--- config.mk ---
export PLATFORM = sky130hd
export DESIGN_NAME = pio_loader
export DESIGN_NICKNAME = d
export VERILOG_FILES = /design/src/rtl/pio_loader.sv
export SDC_FILE = /design/constraint.sdc
export NUM_CORES = 1
export LEC_CHECK = 0
export CAP_MARGIN = 25
export CORE_AREA = 4 4 173 175
export DETAILED_ROUTE_END_ITERATION = 8
export DIE_AREA = 0 0 177 179
export PLACE_DENSITY = 0.46
export SLEW_MARGIN = 30
export SYNTH_ARGS = -nofsm -noshare
export SYNTH_HDL_FRONTEND = slang
export SYNTH_SLANG_ARGS = --single-unit
export TNS_END_PERCENT = 5
--- constraint.sdc ---
create_clock -name clk -period 3.3 [get_ports clk]
set_clock_uncertainty 0.1 [all_clocks]
set_input_delay 0.66 -clock clk [delete_from_list [all_inputs] [get_ports clk]]
set_output_delay 0.66 -clock clk [all_outputs]
set_load 0.02 [all_outputs]
--- src/rtl/pio_loader.sv ---
// pio_loader
//
// Loads one PIO state machine from a program ROM and a set of configuration
// words. On start it latches the configuration and streams every instruction
// word into the PIO action port. It then issues a fixed sequence of
// configuration writes: program end, divider, pin groups, side-set, OSR/ISR
// thresholds, auto-pull, auto-push and enable. The block owns the
// action/index/mindex/din port while busy.
//
// Ports
//   clk          system clock, all state changes on the rising edge
//   reset        asynchronous, active-low reset
//   start        begin a load (accepted in IDLE only)
//   abort        cancel a load in progress (wins over start in IDLE)
//   cfg_*        configuration words, latched on an accepted start
//   prog_addr    program ROM address (synchronous ROM, 1-cycle latency)
//   prog_data    ROM data for the address presented in the previous cycle
//   action       PIO action code
//   index        instruction index for INSTR writes
//   mindex       target state machine (latched cfg_mindex)
//   din          PIO write data
//   busy         high in every state except IDLE
//   done         one-cycle pulse in the final cycle of a completed load
module pio_loader #(
    parameter int ADDR_W = 5
) (
    input  logic              clk,
    input  logic              reset,
    input  logic              start,
    input  logic              abort,
    input  logic [1:0]        cfg_mindex,
    input  logic [5:0]        cfg_plen,
    input  logic [23:0]       cfg_div,
    input  logic [31:0]       cfg_grps,
    input  logic [5:0]        cfg_sides,
    input  logic [5:0]        cfg_osrt,
    input  logic [5:0]        cfg_isrt,
    input  logic              cfg_apull,
    input  logic              cfg_apush,
    input  logic [3:0]        cfg_en,
    output logic [ADDR_W-1:0] prog_addr,
    input  logic [15:0]       prog_data,
    output logic [3:0]        action,
    output logic [4:0]        index,
    output logic [1:0]        mindex,
    output logic [31:0]       din,
    output logic              busy,
    output logic              done
);

    localparam logic [3:0] ACT_NONE  = 4'd0;
    localparam logic [3:0] ACT_INSTR = 4'd1;
    localparam logic [3:0] ACT_PEND  = 4'd2;
    localparam logic [3:0] ACT_GRPS  = 4'd5;
    localparam logic [3:0] ACT_EN    = 4'd6;
    localparam logic [3:0] ACT_DIV   = 4'd7;
    localparam logic [3:0] ACT_SIDES = 4'd8;
    localparam logic [3:0] ACT_APUSH = 4'd10;
    localparam logic [3:0] ACT_APULL = 4'd11;
    localparam logic [3:0] ACT_ISRT  = 4'd14;
    localparam logic [3:0] ACT_OSRT  = 4'd15;

    localparam logic [5:0] CFG_LAST = 6'd8;

    typedef enum logic [2:0] {
        S_IDLE,
        S_FETCH,
        S_LOAD,
        S_CFG,
        S_DONE
    } state_t;

    // Sequencer state. cnt holds the instruction index in LOAD and the
    // configuration step in CFG.
    state_t      state_q, state_d;
    logic [5:0]  cnt_q, cnt_d;

    // Configuration shadows, captured on an accepted start.
    logic [1:0]  mindex_q, mindex_d;
    logic [5:0]  plen_q, plen_d;
    logic [23:0] div_q, div_d;
    logic [31:0] grps_q, grps_d;
    logic [5:0]  sides_q, sides_d;
    logic [5:0]  osrt_q, osrt_d;
    logic [5:0]  isrt_q, isrt_d;
    logic        apull_q, apull_d;
    logic        apush_q, apush_d;
    logic [3:0]  en_q, en_d;

    // Registered outputs, decoded from the next state so they line up with it.
    logic [3:0]        action_q, action_d;
    logic [4:0]        index_q, index_d;
    logic [ADDR_W-1:0] prog_addr_q, prog_addr_d;
    logic [31:0]       din_q, din_d;
    logic              busy_q, busy_d;
    logic              done_q, done_d;

    // Next-state and shadow capture.
    always_comb begin
        state_d  = state_q;
        cnt_d    = cnt_q;
        mindex_d = mindex_q;
        plen_d   = plen_q;
        div_d    = div_q;
        grps_d   = grps_q;
        sides_d  = sides_q;
        osrt_d   = osrt_q;
        isrt_d   = isrt_q;
        apull_d  = apull_q;
        apush_d  = apush_q;
        en_d     = en_q;

        case (state_q)
            S_IDLE: begin
                if (start && !abort) begin
                    state_d  = S_FETCH;
                    cnt_d    = 6'd0;
                    mindex_d = cfg_mindex;
                    plen_d   = cfg_plen;
                    div_d    = cfg_div;
                    grps_d   = cfg_grps;
                    sides_d  = cfg_sides;
                    osrt_d   = cfg_osrt;
                    isrt_d   = cfg_isrt;
                    apull_d  = cfg_apull;
                    apush_d  = cfg_apush;
                    en_d     = cfg_en;
                end
            end
            S_FETCH: begin
                cnt_d   = 6'd0;
                state_d = (plen_q != 6'd0) ? S_LOAD : S_CFG;
            end
            S_LOAD: begin
                if (cnt_q == plen_q - 6'd1) begin
                    state_d = S_CFG;
                    cnt_d   = 6'd0;
                end else begin
                    cnt_d = cnt_q + 6'd1;
                end
            end
            S_CFG: begin
                if (cnt_q == CFG_LAST) begin
                    state_d = S_DONE;
                    cnt_d   = 6'd0;
                end else begin
                    cnt_d = cnt_q + 6'd1;
                end
            end
            S_DONE: begin
                state_d = S_IDLE;
            end
            default: begin
                state_d = S_IDLE;
                cnt_d   = 6'd0;
            end
        endcase

        // Abort overrides any transition while busy; shadows keep their values
        // so mindex holds in IDLE.
        if (abort && (state_q != S_IDLE)) begin
            state_d = S_IDLE;
            cnt_d   = 6'd0;
        end
    end

    // Output decode for the cycle that follows the coming edge.
    always_comb begin
        action_d    = ACT_NONE;
        index_d     = 5'd0;
        prog_addr_d = '0;
        din_d       = 32'd0;
        busy_d      = (state_d != S_IDLE);
        done_d      = (state_d == S_DONE);

        case (state_d)
            S_LOAD: begin
                action_d    = ACT_INSTR;
                index_d     = cnt_d[4:0];
                // Prefetch the next word; the wrap at a full-length program
                // fetches a word that is never used.
                prog_addr_d = ADDR_W'(cnt_d + 6'd1);
            end
            S_CFG: begin
                case (cnt_d)
                    6'd0: begin
                        action_d = ACT_PEND;
                        din_d    = (plen_d == 6'd0) ? 32'd0 : {26'd0, plen_d - 6'd1};
                    end
                    6'd1: begin
                        action_d = ACT_DIV;
                        din_d    = {8'd0, div_d};
                    end
                    6'd2: begin
                        action_d = ACT_GRPS;
                        din_d    = grps_d;
                    end
                    6'd3: begin
                        action_d = ACT_SIDES;
                        din_d    = {26'd0, sides_d};
                    end
                    6'd4: begin
                        action_d = ACT_OSRT;
                        din_d    = {26'd0, osrt_d};
                    end
                    6'd5: begin
                        action_d = ACT_ISRT;
                        din_d    = {26'd0, isrt_d};
                    end
                    6'd6: begin
                        action_d = ACT_APULL;
                        din_d    = {31'd0, apull_d};
                    end
                    6'd7: begin
                        action_d = ACT_APUSH;
                        din_d    = {31'd0, apush_d};
                    end
                    6'd8: begin
                        action_d = ACT_EN;
                        din_d    = {28'd0, en_d};
                    end
                    default: begin
                        action_d = ACT_NONE;
                        din_d    = 32'd0;
                    end
                endcase
            end
            default: begin
                action_d = ACT_NONE;
            end
        endcase
    end

    always_ff @(posedge clk or negedge reset) begin
        if (!reset) begin
            state_q     <= S_IDLE;
            cnt_q       <= 6'd0;
            mindex_q    <= 2'd0;
            plen_q      <= 6'd0;
            div_q       <= 24'd0;
            grps_q      <= 32'd0;
            sides_q     <= 6'd0;
            osrt_q      <= 6'd0;
            isrt_q      <= 6'd0;
            apull_q     <= 1'b0;
            apush_q     <= 1'b0;
            en_q        <= 4'd0;
            action_q    <= ACT_NONE;
            index_q     <= 5'd0;
            prog_addr_q <= '0;
            din_q       <= 32'd0;
            busy_q      <= 1'b0;
            done_q      <= 1'b0;
        end else begin
            state_q     <= state_d;
            cnt_q       <= cnt_d;
            mindex_q    <= mindex_d;
            plen_q      <= plen_d;
            div_q       <= div_d;
            grps_q      <= grps_d;
            sides_q     <= sides_d;
            osrt_q      <= osrt_d;
            isrt_q      <= isrt_d;
            apull_q     <= apull_d;
            apush_q     <= apush_d;
            en_q        <= en_d;
            action_q    <= action_d;
            index_q     <= index_d;
            prog_addr_q <= prog_addr_d;
            din_q       <= din_d;
            busy_q      <= busy_d;
            done_q      <= done_d;
        end
    end

    // ROM data only becomes valid during the LOAD cycle itself, so instruction
    // words pass straight through. Every other din value comes from the register.
    assign din       = (state_q == S_LOAD) ? {16'd0, prog_data} : din_q;
    assign action    = action_q;
    assign index     = index_q;
    assign prog_addr = prog_addr_q;
    assign mindex    = mindex_q;
    assign busy      = busy_q;
    assign done      = done_q;

endmodule

==> key figures <==
Outcome
  • Status: finished with violations
  • Violated checks: negative setup slack

Layout
  • Net total in the final layout: around 1,000
  • Fraction of final layout cells sized beyond drive strength 1: 0.3344
  • N_diodes: 0
  • Multi-input combinational cell area: roughly 3400 sq um
  • Synthesis-to-finish area growth: 52.61%
  • End-of-flow core utilization: 0.3763
  • Filler cell count in the final layout: 2,894
  • Cell area after layout: 10,710 sq um
  • Area taken by flip-flops and latches: 3633 sq um

Power
  • Peak VDD IR: about 0.32 mV
  • Static power due to leakage: about 4.6 nW
  • Power density of the placed cells: 638.3 nW/um^2

Clock network
  • Post-CTS Hold Buffers: 0
  • CTS Root Cell: sky130_fd_sc_hd__clkbuf_16
  • TritonCTS buffer count: 17
  • Clock latency on the worst-skew pair: 0.42 ns
  • CTS clk-pin slew, worst paths: 0.06 ns
  • Number of H-tree levels: 4
  • Clock tree from TritonCTS: done
  • Count of clock tree sinks: 145
  • Buffer levels on the longest clock path: 2

Timing
  • Setup repair after global routing missed its margin: true
  • Transition time at the pin with the least slew margin: 0.7432 ns
  • Max-slew violation count: 0
  • Final critical-path required period: 3.367 ns
  • Relative slew slack: 0.5045
  • Max Clock Freq: 297.0 MHz
  • Count of endpoints failing setup in the final report: 28
  • Hold Vio Cnt, Final: 0
  • Post-route setup slack: -0.06670 ns
  • Final critical-path share of the clock period: 1.020
  • Final hold slack: 0.1595 ns

Setup path
  • Cells along the critical path: clkdlybuf4s50_1 > or3b_4 > o211ai_1 > o21ai_4 > o311ai_4 > o211ai_1 > a211oi_2 > nor3_2 > a311o_2 > buf_12 > nor3b_2
  • Depth of the worst register-to-register path: 12
  • Worst Path Arrival: around 3.6 ns
  • Crit-path max cell delay: 0.50 ns
  • Reg-to-reg critical path endpoint: din_q[25]
  • Worst setup SP type: primary input
  • Classification of the worst setup path: in -> reg
  • R2r startpoint: cnt_q[4]
  • Register-to-register setup slack: -0.02 ns
  • Critical Path RT: 3.52 ns
  • Worst path slowest cell: sky130_fd_sc_hd__clkdlybuf4s50_1
  • Maximum fanout encountered on the critical timing path: 8
  • Crit. End Element: register
  • Library cell appearing most often on the critical path: sky130_fd_sc_hd__o211ai_1

Floorplanning
  • Core Footprint: 28,470 sq um
  • Effective utilization at floorplan: 0.2466
  • Boundary Pins: 158
  • Die area: 31,680 sq um
  • Width of the die: between 150 and 200 um
  • Die height: 179 um
  • Std cell rows: 62

Worst hold path
  • Hold WC Path Type: in -> async

Global routing
  • Number of global-route vias before repair: 6,083
  • Overall global routing resource usage: 0.1483
  • GR Overflow Total: 0
  • Antenna violations before repair: 2
  • Global-route wire length before repair: 35.86 mm
  • Maximum number of pins on one net before global-route repair: 73

Flow run
  • Reported max-cap violation count: 0

Yosys
  • Syn. warnings: 0
  • Fraction of synthesis flops using an asynchronous set or reset pin: 1.000
  • Area of the mapped netlist: 7020 sq um
  • Top FF cell, synth: sky130_fd_sc_hd__dfrtp_1
  • Number of storage elements in the synthesis netlist: 145
  • Synthesized net count: 755
  • Sequential fraction of the synthesis area: 0.5168
  • Count of mapped cells out of synthesis: 639
  • Avg Synthesized Cell Area: between 10 and 15 sq um
  • Cell variety after synth: 67
  • Number of enable flip-flop cells after synthesis: 0

Route
  • Detailed-route via count: 5,775
  • DRC: 0
  • Total routed wirelength: 23.57 mm
  • 1st-pass router iterations: 4
  • Vias per Instance: 4.466
  • Number of routed nets with antenna violations: 0
  • Average wire length per cell after detail routing: 18.23 um
  • Drt first-iter violations: between 300 and 400

Place
  • IO buf count: 157
  • Final estimated routing congestion in global placement: 0.8995
  • Detailed Place HPWL: 17.50 mm
  • Pre-CTS WS: -0.5648 ns
  • Placement-stage cell area: 9746 sq um
## what timing repair did
item / 4_1_cts / 5_1_grt
gates resized for setup: 8 / 57
pin swaps: 1 / 23
setup endpoints to repair: 35 / 50
cloned: 0 / 1
setup buffers: 0 / 11
## per-stage QoR
stage / setup TNS (ns) / cells / total power, W
floorplan: 0 / 639 / 0.003701
global placement: -14.07 / 1250 / 0.004786
detailed placement: -17.61 / 1250 / 0.004802
CTS: -0.07140 / 1281 / 0.006784
global route: -3.066 / 1293 / 0.007244
finish: -0.7452 / 1293 / 0.006838
## sequential cells by signal, summed over array words and instances, names as in the netlist
register   cells
mindex         2
state_q        3
plen_q         6
done           1
isrt_q         6
apull_q        1
en_q           4
sides_q        6
apush_q        1
osrt_q         6
div_q         24
cnt_q          6
din_q         32
busy           1
index          5
prog_addr      5
grps_q        32
action         4
## worst max path at each step
stage,endpoint,startpoint,slack [ns],cells after the start
finish,din_q[25],start,-0.07,11
global route,din_q[7],start,-0.13,11
CTS,din_q[25],start,-0.03,11
detailed placement,din_q[25],start,-0.56,11
global placement,din_q[3],start,-0.45,11
floorplan,din_q[27],plen_q[0],0.08,15
## area by class of cell
class | instances | area share
clock inverter | 11 | 0.01250
clock buffer | 20 | 0.04076
multi-input combinational | 436 | 0.3172
sequential | 145 | 0.3391
tap | 384 | 0.04484
timing repair buffer | 277 | 0.2386
inverter | 20 | 0.007007
## metal layers
layer  global-route usage  vias to the layer above  part of all wire
met4              0.03030                        4             0.010
met3              0.04133                       16             0.051
li1                     -                     2784                 -
met5                    0                        -            0.0011
met2               0.2540                      125              0.50
met1               0.1884                     2846              0.44
## worst max-delay path, delay by kind of cell
| family | cells | cell delay [ns] |
|---|---|---|
| AOI/OAI and AO/OA | 6 | 1.58 |
| buffers and inverters | 2 | 0.68 |
| and+or+nand+nor | 3 | 0.65 |
## cell families after synthesis
family	synth area share
mux	0.1415
simple gates	0.1488
flops	0.5168
buf+inv	0.03618
xor+xnor	0.01854
fa+ha+maj	0.01426
compound gates	0.1239
## synthesized netlist by cell type, types with 7 or more instances
cell	number	area [sq um]
sky130_fd_sc_hd__nor2b_1	16	100.1
sky130_fd_sc_hd__ha_1	8	100.1
sky130_fd_sc_hd__inv_1	19	71.32
sky130_fd_sc_hd__nand3_1	47	235.2
sky130_fd_sc_hd__a21oi_1	35	175.2
sky130_fd_sc_hd__xnor2_1	10	87.58
sky130_fd_sc_hd__clkbuf_1	21	78.83
sky130_fd_sc_hd__o21ai_0	10	50.05
sky130_fd_sc_hd__mux2i_1	7	70.07
sky130_fd_sc_hd__nor3_1	11	55.05
sky130_fd_sc_hd__mux2_2	82	923.4
sky130_fd_sc_hd__buf_2	7	35.03
sky130_fd_sc_hd__a31oi_1	7	43.79
sky130_fd_sc_hd__nand2_1	80	300.3
sky130_fd_sc_hd__a22oi_1	7	52.55
sky130_fd_sc_hd__nor2_1	20	75.07
sky130_fd_sc_hd__dfrtp_1	145	3628
sky130_fd_sc_hd__a22o_1	7	61.31
## cell usage in the layout (no fill, tap or decap), drive strengths merged, types with 2 or more instances in the layout
cell,Yosys,routed
o21ai,17,17
nor2b,16,16
a21boi,3,3
nand2,80,80
dfrtp,145,145
and3,6,6
bufinv,0,2
or2,3,3
a31oi,8,8
a21oi,35,35
a211oi,5,5
nand4,2,2
mux2,82,82
ha,8,8
xnor2,11,11
o211ai,6,6
o31ai,4,4
clkinv,0,6
nor2,21,21
dlymetal6s2s,0,2
a32oi,6,6
mux2i,7,7
nor3,11,11
nand3,47,47
a31o,2,2
inv,20,22
clkdlybuf4s50,0,154
a22oi,7,7
a22o,7,7
a311oi,3,3
nor3b,10,10
clkbuf,22,21
xor2,3,3
nand2b,6,6
a211o,2,2
buf,16,120
## where the power goes
group | internal [W] | switching (W)
sequential | 0.00221 | 0.000144
combinational | 0.00125 | 0.00132
clock | 0.00112 | 0.000788
Power figures use the tool's default switching activity.
